<file path="src/rtl/fifo_rd_stream.sv">
// Converts a synchronous FIFO's registered, one-cycle-latency read port into
// a valid/ready stream. A two-entry head/skid buffer plus an in-flight flag
// keeps full throughput without ever over-reading the FIFO.
//
// Handshake: a word moves to the consumer on every rising edge where
// o_valid && i_ready. While o_valid is high and i_ready is low, o_valid and
// o_data hold their values. o_valid and o_data depend only on registers.
module fifo_rd_stream #(
  parameter int P_DATA_W = 8
) (
  input  logic                clk,
  input  logic                rst_n,
  input  logic                i_fifo_empty,
  input  logic [P_DATA_W-1:0] i_fifo_data,
  output logic                o_fifo_rd_en,
  output logic                o_valid,
  output logic [P_DATA_W-1:0] o_data,
  input  logic                i_ready,
  output logic [1:0]          o_count
);

  // Two entries cover the read latency: one word held for the consumer,
  // one word landing from the FIFO.
  localparam int unsigned BUF_DEPTH = 2;

  logic [1:0]          count;
  logic                inflight;
  logic [P_DATA_W-1:0] head;
  logic [P_DATA_W-1:0] skid;

  logic                pop;
  logic                capture;
  logic [2:0]          occ_after_pop;

  // Issue a read only when the word it returns is guaranteed a free slot,
  // counting the word already in flight and the slot freed by a pop.
  always_comb begin
    pop           = (count != 2'd0) && i_ready;
    capture       = inflight;
    occ_after_pop = {1'b0, count} + {2'b00, inflight} - {2'b00, pop};
    o_fifo_rd_en  = !i_fifo_empty && rst_n && (occ_after_pop < 3'(BUF_DEPTH));
  end

  // Buffer, occupancy and in-flight flag. A capture lands in the first slot
  // left free after any same-cycle pop, so FIFO order is preserved.
  always_ff @(posedge clk) begin
    if (!rst_n) begin
      count    <= 2'd0;
      inflight <= 1'b0;
      head     <= '0;
      skid     <= '0;
    end else begin
      inflight <= o_fifo_rd_en;
      count    <= count + {1'b0, capture} - {1'b0, pop};
      if (pop && capture) begin
        if (count == 2'd1) begin
          head <= i_fifo_data;
        end else begin
          head <= skid;
          skid <= i_fifo_data;
        end
      end else if (pop) begin
        head <= skid;
      end else if (capture) begin
        if (count == 2'd0) begin
          head <= i_fifo_data;
        end else begin
          skid <= i_fifo_data;
        end
      end
    end
  end

  assign o_valid = (count != 2'd0);
  assign o_data  = head;
  assign o_count = count;

endmodule

</file>
<file path="config.mk">
export PLATFORM = sky130hd
export DESIGN_NAME = fifo_rd_stream
export DESIGN_NICKNAME = d
export VERILOG_FILES = /design/src/rtl/fifo_rd_stream.sv
export SDC_FILE = /design/constraint.sdc
export NUM_CORES = 1
export LEC_CHECK = 0
export CORE_ASPECT_RATIO = 1.4
export CORE_MARGIN = 2
export CORE_UTILIZATION = 50
export DETAILED_ROUTE_END_ITERATION = 8
export PLACE_DENSITY_LB_ADDON = 0.15
export SYNTH_ARGS = -nofsm -noshare
export SYNTH_HDL_FRONTEND = slang
export SYNTH_SLANG_ARGS = --single-unit
export TNS_END_PERCENT = 1
</file>
<file path="constraint.sdc">
create_clock -name clk -period 4.5 [get_ports clk]
set_input_delay 1.125 -clock clk [delete_from_list [all_inputs] [get_ports clk]]
set_output_delay 1.125 -clock clk [all_outputs]
set_load 0.02 [all_outputs]
</file>
* Word-level counts from Yosys, hierarchy flattened
Cells that the tools add are included.
** Word-level totals
- Register bits :: 19
- Latch bits :: 0
- RAM bits :: 0
- Memory bits (read-only) :: 0
- Input port bits :: 12
- Output and inout bits :: 12
- Word-level logic and storage cells :: 35
- Memories kept :: 0
** Cells by class
- Add/subtract/negate cells :: 4
- $mul :: 0
- Divide/modulo/power cells :: 0
- Magnitude comparators :: 1
- Equality and inequality tests :: 4
- Shift-type cells :: 0
- Mux-type cells :: 10
- Bitwise logic cells :: 0
- Reductions and logical operators :: 12
** Operators with widths (number)
- 8-bit 2-to-1 mux :: 10
- 3-bit nonzero test :: 2
- 1-bit logical AND :: 4
- 2-bit inequality test (second input constant) :: 2
- 4-bit AND reduction :: 1
- 2-bit nonzero test :: 2
- 2-bit by 1-bit adder with 3-bit output :: 1
- 3-bit by 2-bit less-than comparator with 1-bit output (second input constant) :: 1
- 3-bit by 1-bit subtractor with 3-bit output :: 1
- 2-bit by 1-bit adder with 2-bit output :: 1
- 2-bit by 1-bit == test with 1-bit output (second input constant) :: 1
- 2-bit logical NOT :: 1
- 2-bit by 1-bit inequality test with 1-bit output (second input constant) :: 1
- 2-bit AND reduction :: 1
- 2-bit by 1-bit subtractor with 2-bit output :: 1
- 1-bit logical NOT :: 1

* Logic depth before layout (Yosys ltp)
Gate-level depths: netlist (run 1).
- Word-level depth :: 5
- Depth in mapped cells :: 8
- Mapped depth without buffers :: 8

* Worst setup path after synthesis (run 1)
Ideal clock, no wire load.
- Path kind :: in2out
- From :: input port i_ready
- To :: output port o_fifo_rd_en
- Data arrival time :: 3.324 ns
- Data required time :: 3.375 ns
- Path slack :: 0.051 ns
- Cell stages on the path :: 8
- Path buffers :: 0
- Cells stage by stage :: o21ai_1 -> inv_2 -> ha_1 -> inv_1 -> ha_1 -> fa_1 -> xnor2_1 -> nor4b_1
** Between the ends
- Longest elaborated chain between the ends :: 4
** Ends and longest elaborated chain
- start, declared :: line 18 : input logic i_ready,
- 1-bit logical AND :: line 38 : pop = (count != 2'd0) && i_ready;
- 3-bit by 1-bit subtractor with 3-bit output :: line 40 : occ_after_pop = {1'b0, count} + {2'b00, inflight} - {2'b00, pop};
- 3-bit by 2-bit less-than comparator with 1-bit output :: line 41 : o_fifo_rd_en = !i_fifo_empty && rst_n && (occ_after_pop < 3'(BUF_DEPTH));
- 1-bit logical AND :: line 41
- end, declared :: line 15 : output logic o_fifo_rd_en,
Every way passes these cells.

* Final worst setup path (run 1)
Ends and elaborated chain as after synthesis.

==> flow_summary.json, run 1 <==
{
  "core_mm2": 0.00218,
  "grt_usage_pct": 24.4,
  "syn_area_per_cell_um2": 9.15,
  "leakage_nw": 0.543,
  "area_growth_pct": 23.8,
  "overflow": 0,
  "rsz0062_at_grt": "no",
  "worst_slew_pin_slew_ns": 0.971,
  "fin_crit_ns": 4.29,
  "r2r_setup_slack_ns": 1.86,
  "avgViaCountPerCell": 6.17,
  "drt_iter0_markers": 29,
  "antenna_found_initial": 0,
  "crit_end": "o_fifo_rd_en",
  "start_kind": "primary input",
  "clock-sinks": 19,
  "ant_nets": 0,
  "ys_ff_latch": 19,
  "critical_path_class": "in2out",
  "wl_mm": 2.93,
  "synth_fp_nets": 143,
  "seqPwrFrac_pct": 30.5,
  "h-tree-depth": 1,
  "holdWs_ns": 0.481,
  "ff2ff_path_depth": 7,
  "setup_viol": 0,
  "power_density_mw_per_mm2": 552,
  "fmax_mhz": 233,
  "num-nets-final": 167,
  "grt_max_degree": 29,
  "clock_skew_ns": 0.00397,
  "grt_pass1_vias": 1064,
  "syn_area_mm2": 0.00116,
  "ys.warnings.count": 0,
  "crit_arrival_ns": 3.17,
  "dp.cells": 168,
  "synth.top_cell.area_share_pct": 32.7,
  "synth_cell_type_count": 26,
  "wl_per_cell_um": 17.0,
  "drv_cap": 0,
  "crit_start": "i_ready",
  "cts.clk_slew.worst_paths_ns": 0.11,
  "io_buffers": 23,
  "drc": 0,
  "finalNonFillerCells": 172,
  "relSlewSlack_pct": 34.6,
  "pre_cts_ws_ns": -0.346,
  "timing.rr.end": "skid[2]$_SDFFE_PN0P_",
  "holdPathStages": 2,
  "synth_cells": 127,
  "die_y_um": 61.1,
  "setup_ws_ns": 0.205,
  "p_sw_w": 0.000344,
  "root_buffer": "clkbuf_4",
  "grt_pass1_wl_mm": 4.81,
  "irDropWorstVdd_v": 0.000371,
  "endpoint_kind": "output pin",
  "seq_area_frac_synth_pct": 32.7,
  "vias": 1062,
  "p_clk_share_pct": 11.2,
  "initial_core_util_pct": 53.4,
  "dieWidth_um": 44.8,
  "slew_viol_final": 0,
  "rows": 20,
  "drive_gt1_share_pct": 14.7,
  "swShare_pct": 43.4,
  "hold_violations": 0,
  "crit_required_ns": 3.38,
  "diodes": 0,
  "status": "finished clean",
  "p_int_w": 0.000449,
  "clkLatencyLatePin_ns": 0.31,
  "power_frac_comb_pct": 58.3,
  "clk_path_buf_depth": 2,
  "synthTopCellsByArea": "dfxtp_1, o41ai_2, mux2i_1, nand2b_1, o32ai_1",
  "final_cell_mix": "clkdlybuf4s50_1, dfxtp_1, nand2_1, nand2b_1",
  "firstDrtPassIters": 4,
  "synth_area_leader_cell": "dfxtp_1",
  "finalSetupTns_ns": 0,
  "period_share_pct": 95.4,
  "final_common_cell": "clkdlybuf4s50_1",
  "cts_tree": "done",
  "die-area_mm2": 0.00273,
  "cp_max_fo": 2,
  "gp_congestion": 0.936,
  "timing.rr.start": "o_count[1]$_SDFF_PN0_",
  "hpwlAfterDp_mm": 2.10,
  "numCtsBuffers": 3,
  "min_path_type": "reg2reg",
  "ios": 24
}
[power by group through the flow]
stage / clock, W / sequential, W / combinational (W)
floorplan: 0 / 0.000282 / 0.000266
global placement: 0 / 0.000244 / 0.000454
detailed placement: 0 / 0.000246 / 0.000460
CTS: 0.0000915 / 0.000242 / 0.000467
global route: 0.0000982 / 0.000248 / 0.000504
finish: 0.0000891 / 0.000242 / 0.000463
[area by class of cell]
type                    count  area, um^2
clock buffers               3        22.5
fillers                   200         738
inverters                   6        22.5
repair buffers             29         270
multi-input cells          92         711
flip-flops and latches     19         380
well taps                  22        27.5
clock inverters             1        5.00
[synth_stat cells]
library cell  number
nor2_1             1
o32ai_1            8
nor4b_1            2
a21oi_1            8
nor3_1             8
fa_1               1
nand2_1           17
mux2i_1            8
inv_2              1
buf_2              2
buf_6              2
xnor2_1            1
nand2b_1          12
and2_1             2
dfxtp_1           19
o21ai_0            1
inv_1              5
ha_1               3
buf_1              2
clkbuf_1           4
nand4_1            8
o41ai_2            8
or3b_1             1
o21ai_1            1
a311oi_4           1
a21bo_1            1
[state kept, by name (all words and copies together), names as in the netlist]
register / flops
skid: 8
o_count: 2
capture: 1
o_data: 8
[metal layers]
metal / GRT usage, % / share of wire (%) / up-vias
met5: 0 / 0 / -
li1: - / - / 519
met1: 27.8 / 41 / 502
met3: 2.64 / 3.0 / 9
met2: 44.5 / 53 / 32
met4: 11.7 / 2.6 / 0
[worst max-delay path: stages]
cell	delay (ns)
clkdlybuf4s50_1	0.42
o21ai_1	0.13
inv_2	0.05
ha_1	0.26
inv_1	0.04
ha_1	0.18
fa_1	0.37
xnor2_1	0.16
nor4b_2	0.23
buf_2	0.21
[timing repair]
action,in CTS,in global routing
setup buffers,0,0
hold buffers,0,0
endpoints found under the setup margin,1,1
gates resized for setup,5,1
[cell families (layout without fill, tap and decap cells)]
family	Yosys count	after routing	share of synthesized area, %
xor+xnor	1	1	0.754
fa+ha+maj	4	4	4.95
mux	8	8	6.89
simple gates	51	51	23.4
flops	19	19	32.7
compound gates	28	28	24.6
buf+inv	16	39	6.67
[metrics by stage]
stage / util, % / total power, W / cell area, um^2
global placement: 64.8 / 0.000698 / 1410
floorplan: - / 0.000549 / 1160
CTS: 66.4 / 0.000800 / 1450
finish: 66.1 / 0.000794 / 1440
global route: 66.1 / 0.000850 / 1440
detailed placement: 64.8 / 0.000707 / 1410
[how the worst min path moves through the flow]
stage / endpoint / startpoint / slack [ns]
2_1_floorplan: skid[0]$_SDFFE_PN0P_ / skid[0]$_SDFFE_PN0P_ / 0.44
3_3_place_gp: skid[0]$_SDFFE_PN0P_ / skid[0]$_SDFFE_PN0P_ / 0.45
3_5_place_dp: skid[3]$_SDFFE_PN0P_ / skid[3]$_SDFFE_PN0P_ / 0.47
4_1_cts: skid[3]$_SDFFE_PN0P_ / skid[3]$_SDFFE_PN0P_ / 0.48
5_1_grt: skid[3]$_SDFFE_PN0P_ / skid[3]$_SDFFE_PN0P_ / 0.50
6_report: skid[3]$_SDFFE_PN0P_ / skid[3]$_SDFFE_PN0P_ / 0.48
No activity file was read; power rests on OpenSTA's default activity.
==> run 2, diff against run 1 <==
GPL_TIMING_DRIVEN = 0   (was unset)
==> flow_summary.json, run 2 (synthesis results as in run 1) <==
{
  "status": "finished clean",
  "wl_mm": 2.89,
  "path_buf_inv": 4,
  "root_buffer": "clkbuf_4",
  "worst_slew_pin_slew_ns": 0.776,
  "wl_per_cell_um": 16.3,
  "drv_cap": 0,
  "timing.rr.end": "o_data[0]$_SDFFE_PN0P_",
  "drt_iter0_markers": 39,
  "rows": 20,
  "antenna_found_initial": 0,
  "crit_required_ns": 3.38,
  "area_growth_pct": 26.8,
  "fin_util_pct": 67.7,
  "hold_end": "skid[0]$_SDFFE_PN0P_",
  "cpPeakStageDelay_ns": 0.51,
  "finalPower_w": 0.000807,
  "r2r_setup_slack_ns": 2.17,
  "grt_usage_pct": 24.1,
  "cp_max_fo": 10,
  "p_int_w": 0.000458,
  "slew_viol_final": 0,
  "dp.cells": 172,
  "grt_max_degree": 11,
  "power_density_mw_per_mm2": 548,
  "busiest_layer": "met2",
  "cpLargestDelayFamily": "adder cells",
  "avgViaCountPerCell": 6.19,
  "rsz0062_at_grt": "no",
  "core_mm2": 0.00218,
  "overflow": 0,
  "start_kind": "primary input",
  "fmax_mhz": 247,
  "h-tree-depth": 1,
  "crit_top_cell": "ha_1",
  "crit_cells": 9,
  "relSlewSlack_pct": 47.7,
  "period_share_pct": 90.1,
  "finalNonFillerCells": 177,
  "drc": 0,
  "holdPathStages": 2,
  "nFillCells": 185,
  "num-nets-final": 172,
  "ios": 24,
  "seqPwrFrac_pct": 31.0,
  "clock-sinks": 19,
  "grt_use_met1_pct": 26.8,
  "cts_tree": "done",
  "die-area_mm2": 0.00273,
  "numCtsBuffers": 3,
  "hpwlAfterDp_mm": 2.21,
  "firstDrtPassIters": 4,
  "timing.rr.start": "o_count[1]$_SDFF_PN0_",
  "path_cells": "dlymetal6s2s_1 > o21ai_4 > inv_4 > ha_1 > inv_1 > ha_1 > fa_1 > nor4b_2 > buf_4",
  "ff2ff_path_depth": 7,
  "grt_use_met2_pct": 44.7,
  "irDropWorstVdd_v": 0.000429,
  "grt_pass1_wl_mm": 4.78,
  "leakage_nw": 0.555,
  "cts.clk_slew.worst_paths_ns": 0.11,
  "clk_path_buf_depth": 2,
  "holdWs_ns": 0.489,
  "cp_slowest_cell": "fa_1",
  "use_met3_pct": 3.52,
  "endpoint_kind": "output pin",
  "clock_skew_ns": 0.00880,
  "p_clk_share_pct": 10.9,
  "hold_violations": 0,
  "swShare_pct": 43.2,
  "final_common_cell": "clkdlybuf4s50_1",
  "ant_nets": 0,
  "die_y_um": 61.1,
  "hp-start": "skid[0]$_SDFFE_PN0P_",
  "vias": 1096,
  "crit_arrival_ns": 2.93,
  "dieWidth_um": 44.8,
  "fin_crit_ns": 4.05,
  "setup_viol": 0,
  "min_path_type": "reg2reg",
  "grt_pass1_vias": 1059,
  "clkLatencyLatePin_ns": 0.30,
  "gp_congestion": 0.836,
  "diodes": 0,
  "io_buffers": 23,
  "power_frac_comb_pct": 58.1,
  "drive_gt1_share_pct": 13.5,
  "initial_core_util_pct": 53.4,
  "final_cell_mix": "clkdlybuf4s50_1, dfxtp_1, nand2_1, nand2b_1",
  "critical_path_class": "in2out",
  "p_sw_w": 0.000349
}
run 2: metal layers:
layer  up-vias  wire [um]
met5         -          0
met4         0         77
met3        13        113
met2        46       1540
met1       513       1160
li1        524          -
run 2: worst max path at each step:
stage	from	end	slack [ns]
5_1_grt	i_ready	o_fifo_rd_en	0.31
6_report	i_ready	o_fifo_rd_en	0.45
2_1_floorplan	i_ready	o_fifo_rd_en	0.05
3_5_place_dp	i_ready	o_fifo_rd_en	-0.80
4_1_cts	i_ready	o_fifo_rd_en	0.03
3_3_place_gp	i_ready	o_fifo_rd_en	-0.76
run 2: final cells by class:
cell class	count	area [um^2]	share of cell area (%)
Inverter	6	25.0	1.70
Clock buffer	4	26.3	1.78
Timing Repair Buffer	24	238	16.1
Sequential cell	19	380	25.8
Tap cell	22	27.5	1.87
Multi-Input combinational cell	92	722	49.0
Buffer	10	55.1	3.74
run 2: tightest hold or removal path, stage by stage (launching register included):
cell and delay, ns:
dfxtp_1 0.34, nand2_1 0.06, mux2i_1 0.05
run 2: through the flow:
stage          TNS [ns]  instance area [um^2]  setup slack [ns]
4_1_cts               0                  1460            0.0310
6_report              0                  1470             0.446
3_3_place_gp     -0.755                  1420            -0.755
5_1_grt               0                  1470             0.310
2_1_floorplan         0                  1160            0.0514
3_5_place_dp     -0.802                  1420            -0.802
run 2: repair_timing:
item	in CTS	in global routing
buffers inserted	1	0
gates resized for setup	8	3
hold buffers	0	0
endpoints found under the setup margin	1	1
run 2: power by group through the flow:
stage	clock [W]	combinational, W	sequential (W)
after CTS	0.0000869	0.000466	0.000250
after global placement	0	0.000443	0.000248
final	0.0000876	0.000469	0.000251
after global routing	0.0000950	0.000509	0.000257
after floorplan	0	0.000266	0.000282
after detailed placement	0	0.000456	0.000251
==> run 3, diff against run 2 <==
--- a/config.mk
+++ b/config.mk
@@ -10,5 +10,4 @@
 export CORE_UTILIZATION = 50
 export DETAILED_ROUTE_END_ITERATION = 8
-export GPL_TIMING_DRIVEN = 0
 export PLACE_DENSITY_LB_ADDON = 0.15
 export SYNTH_ARGS = -nofsm -noshare
==> constraint.sdc (replaced) <==
create_clock -name clk -period 4.5 [get_ports clk]
set_input_delay 0.675 -clock clk [delete_from_list [all_inputs] [get_ports clk]]
set_output_delay 0.675 -clock clk [all_outputs]
set_load 0.02 [all_outputs]
==> flow_summary.json, run 3 (synthesis results as in run 1) <==
{
  "p_sw_w": 0.000336,
  "wl_mm": 2.80,
  "critical_path_class": "in2out",
  "setup_viol": 0,
  "grt_pass1_vias": 1076,
  "endpoint_kind": "output pin",
  "r2r_setup_slack_ns": 1.60,
  "grt_max_degree": 30,
  "crit_required_ns": 3.83,
  "relSlewSlack_pct": 38.8,
  "fin_crit_ns": 3.96,
  "die_y_um": 61.1,
  "slew_viol_final": 0,
  "p_int_w": 0.000437,
  "vias": 1054,
  "final_common_cell": "clkdlybuf4s50_1",
  "root_buffer": "clkbuf_4",
  "avgViaCountPerCell": 6.27,
  "grt_usage_pct": 24.0,
  "hold_violations": 0,
  "finalSetupTns_ns": 0,
  "fmax_mhz": 252,
  "hpwlAfterDp_mm": 2.01,
  "power_frac_comb_pct": 55.2,
  "p_clk_share_pct": 11.5,
  "crit_arrival_ns": 3.29,
  "irDropWorstVdd_v": 0.000305,
  "hp-start": "skid[6]$_SDFFE_PN0P_",
  "final_cell_mix": "clkdlybuf4s50_1, dfxtp_1, nand2_1, nand2b_1",
  "dieWidth_um": 44.8,
  "worst_slew_pin_slew_ns": 0.908,
  "drc": 0,
  "core_mm2": 0.00218,
  "rows": 20,
  "clock-sinks": 19,
  "antenna_found_initial": 0,
  "multiInputGateArea_um2": 704,
  "cts.clk_slew.worst_paths_ns": 0.11,
  "drive_gt1_share_pct": 11.0,
  "postCtsResizedCells": 0,
  "area_growth_pct": 21.1,
  "ant_nets": 0,
  "period_share_pct": 88.0,
  "initial_core_util_pct": 53.4,
  "num-nets-final": 163,
  "start_kind": "primary input",
  "clock_skew_ns": 0.00139,
  "timing.rr.start": "o_count[0]$_SDFF_PN0_",
  "io_buffers": 23,
  "grt_pass1_wl_mm": 4.75,
  "firstDrtPassIters": 6,
  "drv_cap": 0,
  "crit_start": "i_ready",
  "post_cts_buffers": 0,
  "cts_hold_repair.buffers": 0,
  "overflow": 0,
  "regArea_um2": 380,
  "status": "finished clean",
  "die-area_mm2": 0.00273,
  "gp_congestion": 0.850,
  "cts_tree": "done",
  "fin_util_pct": 64.7,
  "rsz0062_at_grt": "no",
  "cp_max_fo": 10,
  "clkLatencyLatePin_ns": 0.30,
  "numCtsBuffers": 3,
  "diodes": 0,
  "drt_iter0_markers": 38,
  "clk_path_buf_depth": 2,
  "h-tree-depth": 1,
  "nFillCells": 188,
  "leakage_nw": 0.519,
  "ios": 24,
  "wl_per_cell_um": 16.7,
  "min_path_type": "reg2reg",
  "swShare_pct": 43.5,
  "seqPwrFrac_pct": 33.4,
  "power_density_mw_per_mm2": 549
}
==> run 3: changes by cell type in the layout (fill, tap and decap cells not counted), sizes merged <==
cell and change:
clkdlybuf4s50 +2, buf -6, clkbuf -5, dlymetal6s2s -1, clkinv +1
==> run 3: cell type report <==
cell class	count	share of cell area, %
Multi-Input combinational cell	92	50.0
Sequential cell	19	27.0
Timing Repair Buffer	25	17.4
Tap cell	22	1.96
Clock buffer	3	1.60
Inverter	6	1.60
Clock inverter	1	0.356
==> run 3: path summary, 6_finish.rpt <==
check	to	depth (start not counted)
max	o_fifo_rd_en	9
min	skid[6]$_SDFFE_PN0P_	2
max reg2reg	skid[0]$_SDFFE_PN0P_	6
min reg2reg	skid[6]$_SDFFE_PN0P_	2
==> run 3: per-layer routing <==
layer / vias up / GRT usage (%) / share of wire, % / wire length [um]
li1: 506 / - / - / -
met1: 490 / 29.9 / 41 / 1140
met2: 47 / 38.7 / 51 / 1430
met3: 11 / 3.23 / 5.7 / 160
met4: 0 / 15.2 / 2.5 / 71
met5: - / 0 / 0 / 0
==> run 3: worst max-delay path, stage by stage <==
cell and delay [ns]:
clkdlybuf4s50_1 0.49, o21ai_1 0.10, inv_2 0.18, ha_1 0.25
inv_1 0.06, ha_1 0.14, fa_1 0.44, nor4b_1 0.29
clkdlybuf4s50_1 0.66
==> run 3: power groups by stage <==
| stage | Sequential (W) | Clock, W | Combinational (W) |
|---|---|---|---|
| floorplan | 0.000282 | 0 | 0.000266 |
| global placement | 0.000260 | 0 | 0.000421 |
| detailed placement | 0.000262 | 0 | 0.000427 |
| CTS | 0.000259 | 0.0000884 | 0.000429 |
| global route | 0.000267 | 0.0000993 | 0.000467 |
| finish | 0.000258 | 0.0000885 | 0.000426 |
==> run 3: stage by stage <==
stage / setup slack [ns] / instances / cell area [um^2] / power, W / hold WS (ns)
after floorplan: 0.951 / 127 / 1160 / 0.000549 / 0.442
after global placement: 0.557 / 164 / 1380 / 0.000681 / 0.454
after detailed placement: 0.502 / 164 / 1380 / 0.000688 / 0.460
after CTS: 0.518 / 168 / 1410 / 0.000776 / 0.480
after global routing: 0.246 / 168 / 1410 / 0.000833 / 0.510
final: 0.538 / 168 / 1410 / 0.000773 / 0.478
